**config.mk**
```make
export PLATFORM = sky130hd
export DESIGN_NAME = collision_sequencer
export DESIGN_NICKNAME = d
export VERILOG_FILES = /design/src/rtl/lbm_pkg.sv /design/src/rtl/addr_fifo.sv /design/src/rtl/collision_sequencer.sv
export SDC_FILE = /design/constraint.sdc
export NUM_CORES = 1
export LEC_CHECK = 0
export CAP_MARGIN = 25
export CORE_ASPECT_RATIO = 1.25
export CORE_MARGIN = 4
export CORE_UTILIZATION = 45
export CTS_CLUSTER_DIAMETER = 30
export DETAILED_ROUTE_END_ITERATION = 12
export HOLD_SLACK_MARGIN = 0.12
export PLACE_DENSITY_LB_ADDON = 0.3
export SYNTH_ARGS = -nofsm -noshare
export SYNTH_HDL_FRONTEND = slang
export SYNTH_SLANG_ARGS = --single-unit
```
**constraint.sdc**
```tcl
create_clock -name clk_in -period 9.1 [get_ports clk_in]
set_clock_uncertainty 0.1 [all_clocks]
set_input_delay 1.82 -clock clk_in [delete_from_list [all_inputs] [get_ports clk_in]]
set_output_delay 1.82 -clock clk_in [all_outputs]
set_load 0.05 [all_outputs]
```
**src/rtl/lbm_pkg.sv**
```systemverilog
// Shared lattice types, default lattice size and the collision sequencer state encoding.
package lbm_pkg;
  localparam int LBM_LATTICE_W = 64;
  localparam int LBM_LATTICE_H = 48;

  typedef logic [8:0][7:0] cell_t;

  typedef enum logic [1:0] {
    IDLE  = 2'd0,
    ISSUE = 2'd1,
    DRAIN = 2'd2
  } seq_state_t;
endpackage

```
**src/rtl/addr_fifo.sv**
```systemverilog
// Synchronous show-ahead FIFO: head is visible while not empty.
// Push when full and pop when empty are ignored.
module addr_fifo #(
  parameter int WIDTH = 12,
  parameter int DEPTH = 32
) (
  input  logic             i_clk,
  input  logic             i_rst_n,
  input  logic             i_push,
  input  logic [WIDTH-1:0] i_push_dat,
  input  logic             i_pop,
  output logic [WIDTH-1:0] o_head,
  output logic             o_full,
  output logic             o_empty
);
  localparam int PW = $clog2(DEPTH);

  logic [WIDTH-1:0] r_mem [DEPTH];
  logic [PW:0]      r_wptr;
  logic [PW:0]      r_rptr;

  // The extra pointer bit separates full from empty when the indices match.
  assign o_empty = (r_wptr == r_rptr);
  assign o_full  = (r_wptr[PW] != r_rptr[PW]) && (r_wptr[PW-1:0] == r_rptr[PW-1:0]);
  assign o_head  = r_mem[r_rptr[PW-1:0]];

  always_ff @(posedge i_clk) begin
    if (i_push && !o_full) begin
      r_mem[r_wptr[PW-1:0]] <= i_push_dat;
    end
  end

  always_ff @(posedge i_clk) begin
    if (!i_rst_n) begin
      r_wptr <= '0;
      r_rptr <= '0;
    end else begin
      if (i_push && !o_full) begin
        r_wptr <= r_wptr + 1'b1;
      end
      if (i_pop && !o_empty) begin
        r_rptr <= r_rptr + 1'b1;
      end
    end
  end
endmodule

```
**src/rtl/collision_sequencer.sv**
```systemverilog
// One collision sweep: read cells from BRAM, stream to collision, write results back in order.
// Define BOUNDARY_SKIP_EN to leave the outer ring of cells to the boundary stage.
module collision_sequencer
  import lbm_pkg::*;
#(
  parameter int LATTICE_W       = LBM_LATTICE_W,
  parameter int LATTICE_H       = LBM_LATTICE_H,
  parameter int BRAM_LATENCY    = 2,
  parameter int MAX_OUTSTANDING = 32,
  parameter int ADDR_WIDTH      = $clog2(LATTICE_W * LATTICE_H)
) (
  input  logic                  clk_in,
  input  logic                  rst_in,
  input  logic                  start_in,
  output logic                  busy_out,
  output logic                  done_out,
  output logic                  rd_en_out,
  output logic [ADDR_WIDTH-1:0] rd_addr_out,
  input  cell_t                 rd_data_in,
  output cell_t                 col_data_out,
  output logic                  col_valid_out,
  input  cell_t                 col_data_in,
  input  logic                  col_done_in,
  output logic                  wr_en_out,
  output logic [ADDR_WIDTH-1:0] wr_addr_out,
  output cell_t                 wr_data_out,
  output logic                  error_out
);
  localparam int OW = $clog2(MAX_OUTSTANDING) + 1;
`ifdef BOUNDARY_SKIP_EN
  localparam int X_FIRST = 1;
  localparam int X_LAST  = LATTICE_W - 2;
  localparam int Y_FIRST = 1;
  localparam int Y_LAST  = LATTICE_H - 2;
`else
  localparam int X_FIRST = 0;
  localparam int X_LAST  = LATTICE_W - 1;
  localparam int Y_FIRST = 0;
  localparam int Y_LAST  = LATTICE_H - 1;
`endif
  localparam int ROW_STEP   = LATTICE_W - X_LAST + X_FIRST;
  localparam int FIRST_ADDR = Y_FIRST * LATTICE_W + X_FIRST;

  seq_state_t r_state, w_state_nxt;
  logic [ADDR_WIDTH-1:0] r_addr, r_x, r_y;
  logic [OW-1:0] r_outst;
  logic [BRAM_LATENCY-1:0] r_vline;
  logic r_done, r_col_vld, r_wr_en, r_err;
  cell_t r_col_dat, r_wr_dat;
  logic [ADDR_WIDTH-1:0] r_wr_addr;
  logic w_issue, w_pop, w_last, w_start, w_done_nxt;
  logic w_fifo_full, w_fifo_empty;
  logic [ADDR_WIDTH-1:0] w_head;

  assign w_last = (r_x == ADDR_WIDTH'(X_LAST)) && (r_y == ADDR_WIDTH'(Y_LAST));
  // Results with nothing in flight are stale and must not pop or write.
  assign w_pop  = col_done_in && (r_outst != '0) && !w_fifo_empty;

  always_comb begin
    w_state_nxt = r_state;
    w_issue     = 1'b0;
    w_start     = 1'b0;
    w_done_nxt  = 1'b0;
    case (r_state)
      IDLE: begin
        if (start_in) begin
          w_start     = 1'b1;
          w_state_nxt = ISSUE;
        end
      end
      ISSUE: begin
        if ((r_outst < OW'(MAX_OUTSTANDING)) && !w_fifo_full) begin
          w_issue = 1'b1;
          if (w_last) w_state_nxt = DRAIN;
        end
      end
      DRAIN: begin
        if (r_outst == '0) begin
          w_done_nxt  = 1'b1;
          w_state_nxt = IDLE;
        end
      end
      default: w_state_nxt = IDLE;
    endcase
  end

  always_ff @(posedge clk_in) begin
    if (!rst_in) begin
      r_state   <= IDLE;
      r_addr    <= '0;
      r_x       <= '0;
      r_y       <= '0;
      r_outst   <= '0;
      r_vline   <= '0;
      r_done    <= 1'b0;
      r_col_vld <= 1'b0;
      r_col_dat <= '0;
      r_wr_en   <= 1'b0;
      r_wr_addr <= '0;
      r_wr_dat  <= '0;
      r_err     <= 1'b0;
    end else begin
      r_state <= w_state_nxt;
      r_done  <= w_done_nxt;
      if (w_start) begin
        r_addr <= ADDR_WIDTH'(FIRST_ADDR);
        r_x    <= ADDR_WIDTH'(X_FIRST);
        r_y    <= ADDR_WIDTH'(Y_FIRST);
      end else if (w_issue && !w_last) begin
        if (r_x == ADDR_WIDTH'(X_LAST)) begin
          r_x    <= ADDR_WIDTH'(X_FIRST);
          r_y    <= r_y + 1'b1;
          r_addr <= r_addr + ADDR_WIDTH'(ROW_STEP);
        end else begin
          r_x    <= r_x + 1'b1;
          r_addr <= r_addr + 1'b1;
        end
      end
      case ({w_issue, w_pop})
        2'b10:   r_outst <= r_outst + 1'b1;
        2'b01:   r_outst <= r_outst - 1'b1;
        default: r_outst <= r_outst;
      endcase
      r_vline[0] <= w_issue;
      for (int i = 1; i < BRAM_LATENCY; i++) begin
        r_vline[i] <= r_vline[i-1];
      end
      r_col_vld <= r_vline[BRAM_LATENCY-1];
      if (r_vline[BRAM_LATENCY-1]) r_col_dat <= rd_data_in;
      r_wr_en <= w_pop;
      if (w_pop) begin
        r_wr_addr <= w_head;
        r_wr_dat  <= col_data_in;
      end
      if (col_done_in && (r_outst == '0)) r_err <= 1'b1;
    end
  end

  addr_fifo #(
    .WIDTH (ADDR_WIDTH),
    .DEPTH (MAX_OUTSTANDING)
  ) u_addr_fifo (
    .i_clk      (clk_in),
    .i_rst_n    (rst_in),
    .i_push     (w_issue),
    .i_push_dat (r_addr),
    .i_pop      (w_pop),
    .o_head     (w_head),
    .o_full     (w_fifo_full),
    .o_empty    (w_fifo_empty)
  );

  assign busy_out      = (r_state != IDLE);
  assign done_out      = r_done;
  assign rd_en_out     = w_issue;
  assign rd_addr_out   = r_addr;
  assign col_data_out  = r_col_dat;
  assign col_valid_out = r_col_vld;
  assign wr_en_out     = r_wr_en;
  assign wr_addr_out   = r_wr_addr;
  assign wr_data_out   = r_wr_dat;
  assign error_out     = r_err;
endmodule

```
Word level (Yosys, flattened, before mapping)
Memory sizes are Yosys's and may differ from the RTL's. A register that Yosys moved wholly into a read port is not among the register bits.
Index checks and enable logic that the tools add are counted.
Widths: inputs -> output; s select.
{"block": "classes", "reduce_logical": 22, "eq_ne": 13, "n_addsub": 7, "bitwise": 1, "magnitude_cmp": 1, "mux": 14}
{"cell": "$add 12x1->12 const B", "count": 3}
{"cell": "$eq 12x6->1 const B", "count": 2}
{"cell": "$add 6x1->6 const B", "count": 3}
{"cell": "$mux 12", "count": 1}
{"cell": "$pmux 6 s2", "count": 1}
{"cell": "$logic_and 1x1->1", "count": 9}
{"cell": "$mux 2", "count": 4}
{"cell": "$ne 2x2->1 const B", "count": 4}
{"cell": "$mux 1", "count": 7}
{"cell": "$eq 6x6->1", "count": 1}
{"cell": "$logic_not 6->1", "count": 1}
{"cell": "$lt 6x6->1 const B", "count": 1}
{"cell": "$pmux 2 s3", "count": 1}
{"cell": "$reduce_bool 6->1", "count": 1}
{"cell": "$sub 6x1->6 const B", "count": 1}
{"cell": "$eq 5x5->1", "count": 1}
{"cell": "$eq 2x1->1 const B", "count": 2}
{"cell": "$eq 2x2->1 const B", "count": 2}
{"cell": "$logic_not 1->1", "count": 4}
{"cell": "$reduce_and 2->1", "count": 2}
{"cell": "$reduce_and 4->1", "count": 1}
{"cell": "$reduce_bool 2->1", "count": 2}
{"cell": "$logic_not 2->1", "count": 1}
{"cell": "$reduce_or 2->1", "count": 1}
{"cell": "2 further kinds", "count": 2}
{"block": "word_totals", "output_inout_bits": 174, "reg_bits": 206, "ramBits": 384, "input_bits": 148, "n_memories": 1}
{"name": "u_addr_fifo.r_mem", "words": 32, "word_bits": 12, "read_ports": 1, "rd_clocked_by_memory_dff": 1, "wr": 1, "line": "addr_fifo.sv:18", "rtl": "logic [WIDTH-1:0] r_mem [DEPTH];"}

Logic depth before layout (Yosys ltp)
{"block": "depth", "word_depth": 9, "ltp_mapped": 15}

By module
A second synthesis with hierarchy kept.
{"block": "hier_totals", "hier_cells": 1855, "hier_area_um2": 23934.2}
{"module": "addr_fifo", "cells_each": 941, "instances": 1, "area_each_um2": 15890.2}
{"module": "collision_sequencer", "cells_each": 914, "instances": 1, "area_each_um2": 8044.0}

Worst setup path after synthesis
OpenSTA, ideal clock, no wires.
{"block": "synth_timing", "path_kind": "input to register", "start": "input port col_done_in", "end": "register r_outst[4]", "required_ns": 8.929, "setup_slack_ns": 4.995, "arrival_ns": 3.934, "setup_ns": 0.071, "cell_stages": 12, "path_cell_list": "o311ai_4 inv_2 clkbuf_1 ha_1 clkbuf_1 xor2_1 ha_1 a21oi_1 a32o_1 a21oi_1 or3_1 a21oi_1"}
{"block": "synth_via", "elab_chain_cells": 4, "elab_cells_between_ends": 6, "cone_classes": "eq/ne: 2; mux: 1; reduce/logical: 3"}
{"item": "start: declaration", "line": "collision_sequencer.sv:23", "rtl": "input logic col_done_in,"}
{"item": "$logic_and 1x1->1 * (2 in a row)", "line": "collision_sequencer.sv:57", "rtl": "assign w_pop = col_done_in && (r_outst != '0) && !w_fifo_empty;"}
{"item": "via u_addr_fifo.i_pop", "line": "addr_fifo.sv:11", "rtl": "input logic i_pop,"}
{"item": "$eq 2x1->1 or $eq 2x2->1 (tied branches)", "line": "collision_sequencer.sv:119", "rtl": "case ({w_issue, w_pop})"}
{"item": "$pmux 6 s2 or $reduce_bool 2->1 (tied branches)"}
{"item": "end signal: assignment", "line": "collision_sequencer.sv:120", "rtl": "2'b10: r_outst <= r_outst + 1'b1;"}
{"item": "end signal: assignment", "line": "collision_sequencer.sv:121", "rtl": "2'b01: r_outst <= r_outst - 1'b1;"}
{"item": "end signal: assignment", "line": "collision_sequencer.sv:122", "rtl": "default: r_outst <= r_outst;"}
{"item": "end: declaration", "line": "collision_sequencer.sv:46", "rtl": "logic [OW-1:0] r_outst;"}
Mark *: on every way through the listed nets, which the timed path passes. The rest lies on a longest branch.
A chain may end at the register's enable or synchronous reset.

Worst setup path in the final report
{"block": "layout_timing", "start": "register u_addr_fifo.r_rptr[2]", "end": "output port rd_en_out"}
{"block": "layout_via", "elab_chain_cells": 6}
{"item": "start: declaration", "line": "addr_fifo.sv:20", "rtl": "logic [PW:0] r_rptr;"}
{"item": "start signal: assignment", "line": "addr_fifo.sv:42", "rtl": "r_rptr <= r_rptr + 1'b1;"}
{"item": "$eq 5x5->1", "line": "addr_fifo.sv:24", "rtl": "assign o_full = (r_wptr[PW] != r_rptr[PW]) && (r_wptr[PW-1:0] == r_rptr[PW-1:0]);"}
{"item": "$logic_and 1x1->1", "line": "addr_fifo.sv:24"}
{"item": "$logic_not 1->1", "line": "collision_sequencer.sv:72", "rtl": "if ((r_outst < OW'(MAX_OUTSTANDING)) && !w_fifo_full) begin"}
{"item": "$logic_and 1x1->1", "line": "collision_sequencer.sv:72"}
{"item": "$mux 1", "line": "collision_sequencer.sv:72"}
{"item": "$mux 1", "line": "collision_sequencer.sv:64", "rtl": "case (r_state)"}
{"item": "end: declaration", "line": "collision_sequencer.sv:17", "rtl": "output logic rd_en_out,"}
Every way passes these cells.

==> results.toml <==
[run_status]
outcome = "complete, no violations"

[timing]
period_share_pct = 54.0
drv_slew = 0
fin_ws_ns = 4.19
finalSetupTns_ns = 0
hold_slack_ns = 0.335
max_slew_margin_pct = 30.5
tightestPinTransition_ns = 1.04
finalHoldViolations = 0
rsz0062_at_grt = "false"
min_period_ns = 4.91
max_freq_mhz = 203
setup-violations-final = 0

[placement]
dpl_worst_slack_ns = 3.94
placedCellCount = 2596
port_buffers = 321
hpwl_um = 38100
finalWeightedCongestion = 0.810

[final_layout]
fin_nets = 2193
regArea_sq_mm = 0.0159
drive_gt1_share_pct = 14.9
syn_to_final_growth_pct = 31.7
diodes = 0
fill_cells = 3987
multi_input_area_sq_mm = 0.00705
finalNonFillerCells = 2787

[detailed_routing]
drc = 0
vias = 15700
via_per_inst = 5.65
wire_per_inst_um = 22.3
first_iter_violations = 1396
wirelength_um = 62100
dr.pass1.iters = 5
ant_nets = 0

[power]
cellPowerDensity_mw_per_mm2 = 241
leakagePower_nw = 10.2
p_int_mw = 5.65
switching_share_pct = 24.4
comb_power_share_pct = 7.7
vdd_ir_drop_max_mv = 0.229
power_frac_clock_pct = 52.4
switchingPower_mw = 1.82
seqPwrFrac_pct = 39.9

[clock_tree]
cts-hold-fix-buffers = 0
clockBufferDepth = 3
path_clk_slew_ns = 0.06
cts_tree = "yes"
cts_resized = 0
clock-sinks = 602
post-cts-setup-buffers = 0
numCtsBuffers = 100
clock_latency_ns = 0.65
h-tree-depth = 3
clockRootBuffer = "clkbuf_16"

[global_route]
antenna_found_initial = 0
overflow = 0
grt_pass1_vias = 15900
grt_max_degree = 90
grt_pass1_wl_um = 94700
grt_usage_pct = 21.8

[min_path]
hp-start = "r_vline[0]$_SDFF_PN0_"
hold_class = "reg -> reg"
holdPathStages = 1
min_to = "r_vline[1]$_SDFF_PN0_"

[flow_run]
cap_violations = 0

[synth]
synth-edff-count = 384
synth_top_area_share_pct = 49.1
synth_ff_type = "edfxtp_1"
async_reset_ff_share_pct = 0
ys_seq_area_share_pct = 67.6
synthCells = 1689
yosysUniqueCellTypes = 68
synthTopCellsByArea = "edfxtp_1 49%, dfxtp_1 19%, mux4_2 5.7%"
yosys_warnings = 0
synth.most_common_cell = "edfxtp_1"
ys_ff_latch = 602
syn_avg_cell_area_sq_um = 13.9
synth_top_area_cell = "edfxtp_1"
synth_nets = 1848
syn-cell-area_sq_mm = 0.0235
netlist_top_cells_count = "384 x edfxtp_1, 218 x dfxtp_1, 191 x nand2_1, 131 x a21oi_1, 128 x mux2i_1"

[floorplanning]
pin_count = 322
coreArea_sq_mm = 0.0517
die_w_um = 212
die_h_um = 264
dieArea_sq_mm = 0.0560
floorplan.rows = 93
start_util_pct = 45.5

[setup_path]
rrSetupSlack_ns = 5.07
arrival_ns = 2.99
worst-setup-path-type = "reg -> out"
cp.required_ns = 7.18
reg2regPathDepth = 14
startpoint_type = "flop"
crit_fanout = 46
cp-end-kind = "output port"
r2r_end = "r_outst[4]$_SDFFE_PN0P_"
r2r-start = "u_addr_fifo.r_rptr[2]$_SDFFE_PN0P_"
==> cells by family after synthesis <==
logic type | count (synthesis) | synth area share (%)
buffers and inverters | 129 | 2.37
AND/OR/NAND/NOR | 441 | 8.80
multiplexers | 212 | 12.3
adder cells (fa/ha/maj) | 11 | 0.586
XOR/XNOR | 13 | 0.484
flip-flops | 602 | 67.6
AO/OA/AOI/OAI | 281 | 7.79
==> worst max-delay path, stage by stage (launching register included) <==
cell and delay [ns]:
dfxtp_2 0.32, buf_4 0.54, xnor2_1 0.21, nand3_2 0.21, o31ai_4 0.24, inv_1 0.08, clkdlybuf4s50_1 0.73
==> layout make-up <==
type	instances	share of cell area, %
Sequential cell	602	51.4
Multi-Input combinational cell	958	22.8
Timing Repair Buffer	357	11.3
Clock buffer	110	8.44
Clock inverter	80	3.15
Tap cell	665	2.69
Inverter	15	0.198
==> worst max path at each step <==
stage	start	slack, ns	end
after floorplan	col_done_in	4.99	r_outst[4]$_SDFFE_PN0P_
after global placement	col_done_in	3.99	r_outst[4]$_SDFFE_PN0P_
after detailed placement	col_done_in	3.94	r_outst[4]$_SDFFE_PN0P_
after CTS	u_addr_fifo.r_rptr[2]$_SDFFE_PN0P_	4.11	rd_en_out
after global routing	u_addr_fifo.r_rptr[2]$_SDFFE_PN0P_	4.00	rd_en_out
final	u_addr_fifo.r_rptr[2]$_SDFFE_PN0P_	4.19	rd_en_out
==> cell usage in the layout (no fill, tap or decap), types with 10 or more instances in the layout <==
cell               n
a21oi_1          131
a221oi_1          24
a22oi_1           14
a31oi_1           13
a32o_1            13
and3_1            34
buf_4             35
bufinv_16         13
clkbuf_16        102
clkdlybuf4s50_1  321
clkinv_2          14
clkinv_4          11
clkinvlp_4        10
dfxtp_1          214
edfxtp_1         384
ha_1              11
inv_1             13
inv_6             15
mux2_2            24
mux2i_1          128
mux4_2            60
nand2_1          191
nand2b_1          14
nand3_1           23
nor2_1           102
o21ai_0           25
o221ai_1          12
o31ai_1           16
or3_1             13
or4_1             11
==> power groups by stage <==
stage	registers, mW	logic (mW)	clock network (mW)
after floorplan	3.14	0.240	0
after global placement	3.03	0.567	0
after detailed placement	3.03	0.576	0
after CTS	2.98	0.579	3.96
after global routing	2.98	0.611	4.11
final	2.98	0.576	3.92
==> stage by stage <==
| stage | util (%) | total power, mW | instance area (sq um) |
|---|---|---|---|
| after detailed placement | 52.9 | 3.61 | 27400 |
| final | 59.9 | 7.47 | 30900 |
| after CTS | 59.9 | 7.52 | 30900 |
| after floorplan | - | 3.38 | 23500 |
| after global routing | 59.9 | 7.70 | 30900 |
| after global placement | 52.9 | 3.59 | 27300 |
==> state kept, by name, indices dropped and copies added, names as in the netlist, 2 cells and up <==
| signal | cells |
|---|---|
| r_vline | 2 |
| u_addr_fifo.r_mem | 384 |
| col_data_out | 72 |
| r_x | 12 |
| wr_data_out | 72 |
| wr_addr_out | 12 |
| r_y | 12 |
| rd_addr_out | 12 |
| u_addr_fifo.r_rptr | 6 |
| r_state | 2 |
| u_addr_fifo.r_wptr | 6 |
| r_outst | 6 |
==> routing by layer <==
layer / GRT usage (%) / vias up / wire length [um]
met4: 7.49 / 0 / 1690
met2: 36.4 / 600 / 31300
met1: 27.9 / 7913 / 24400
met5: 0 / - / 0
li1: - / 7113 / -
met3: 5.32 / 107 / 4770
No activity file was read; power rests on OpenSTA's default activity.
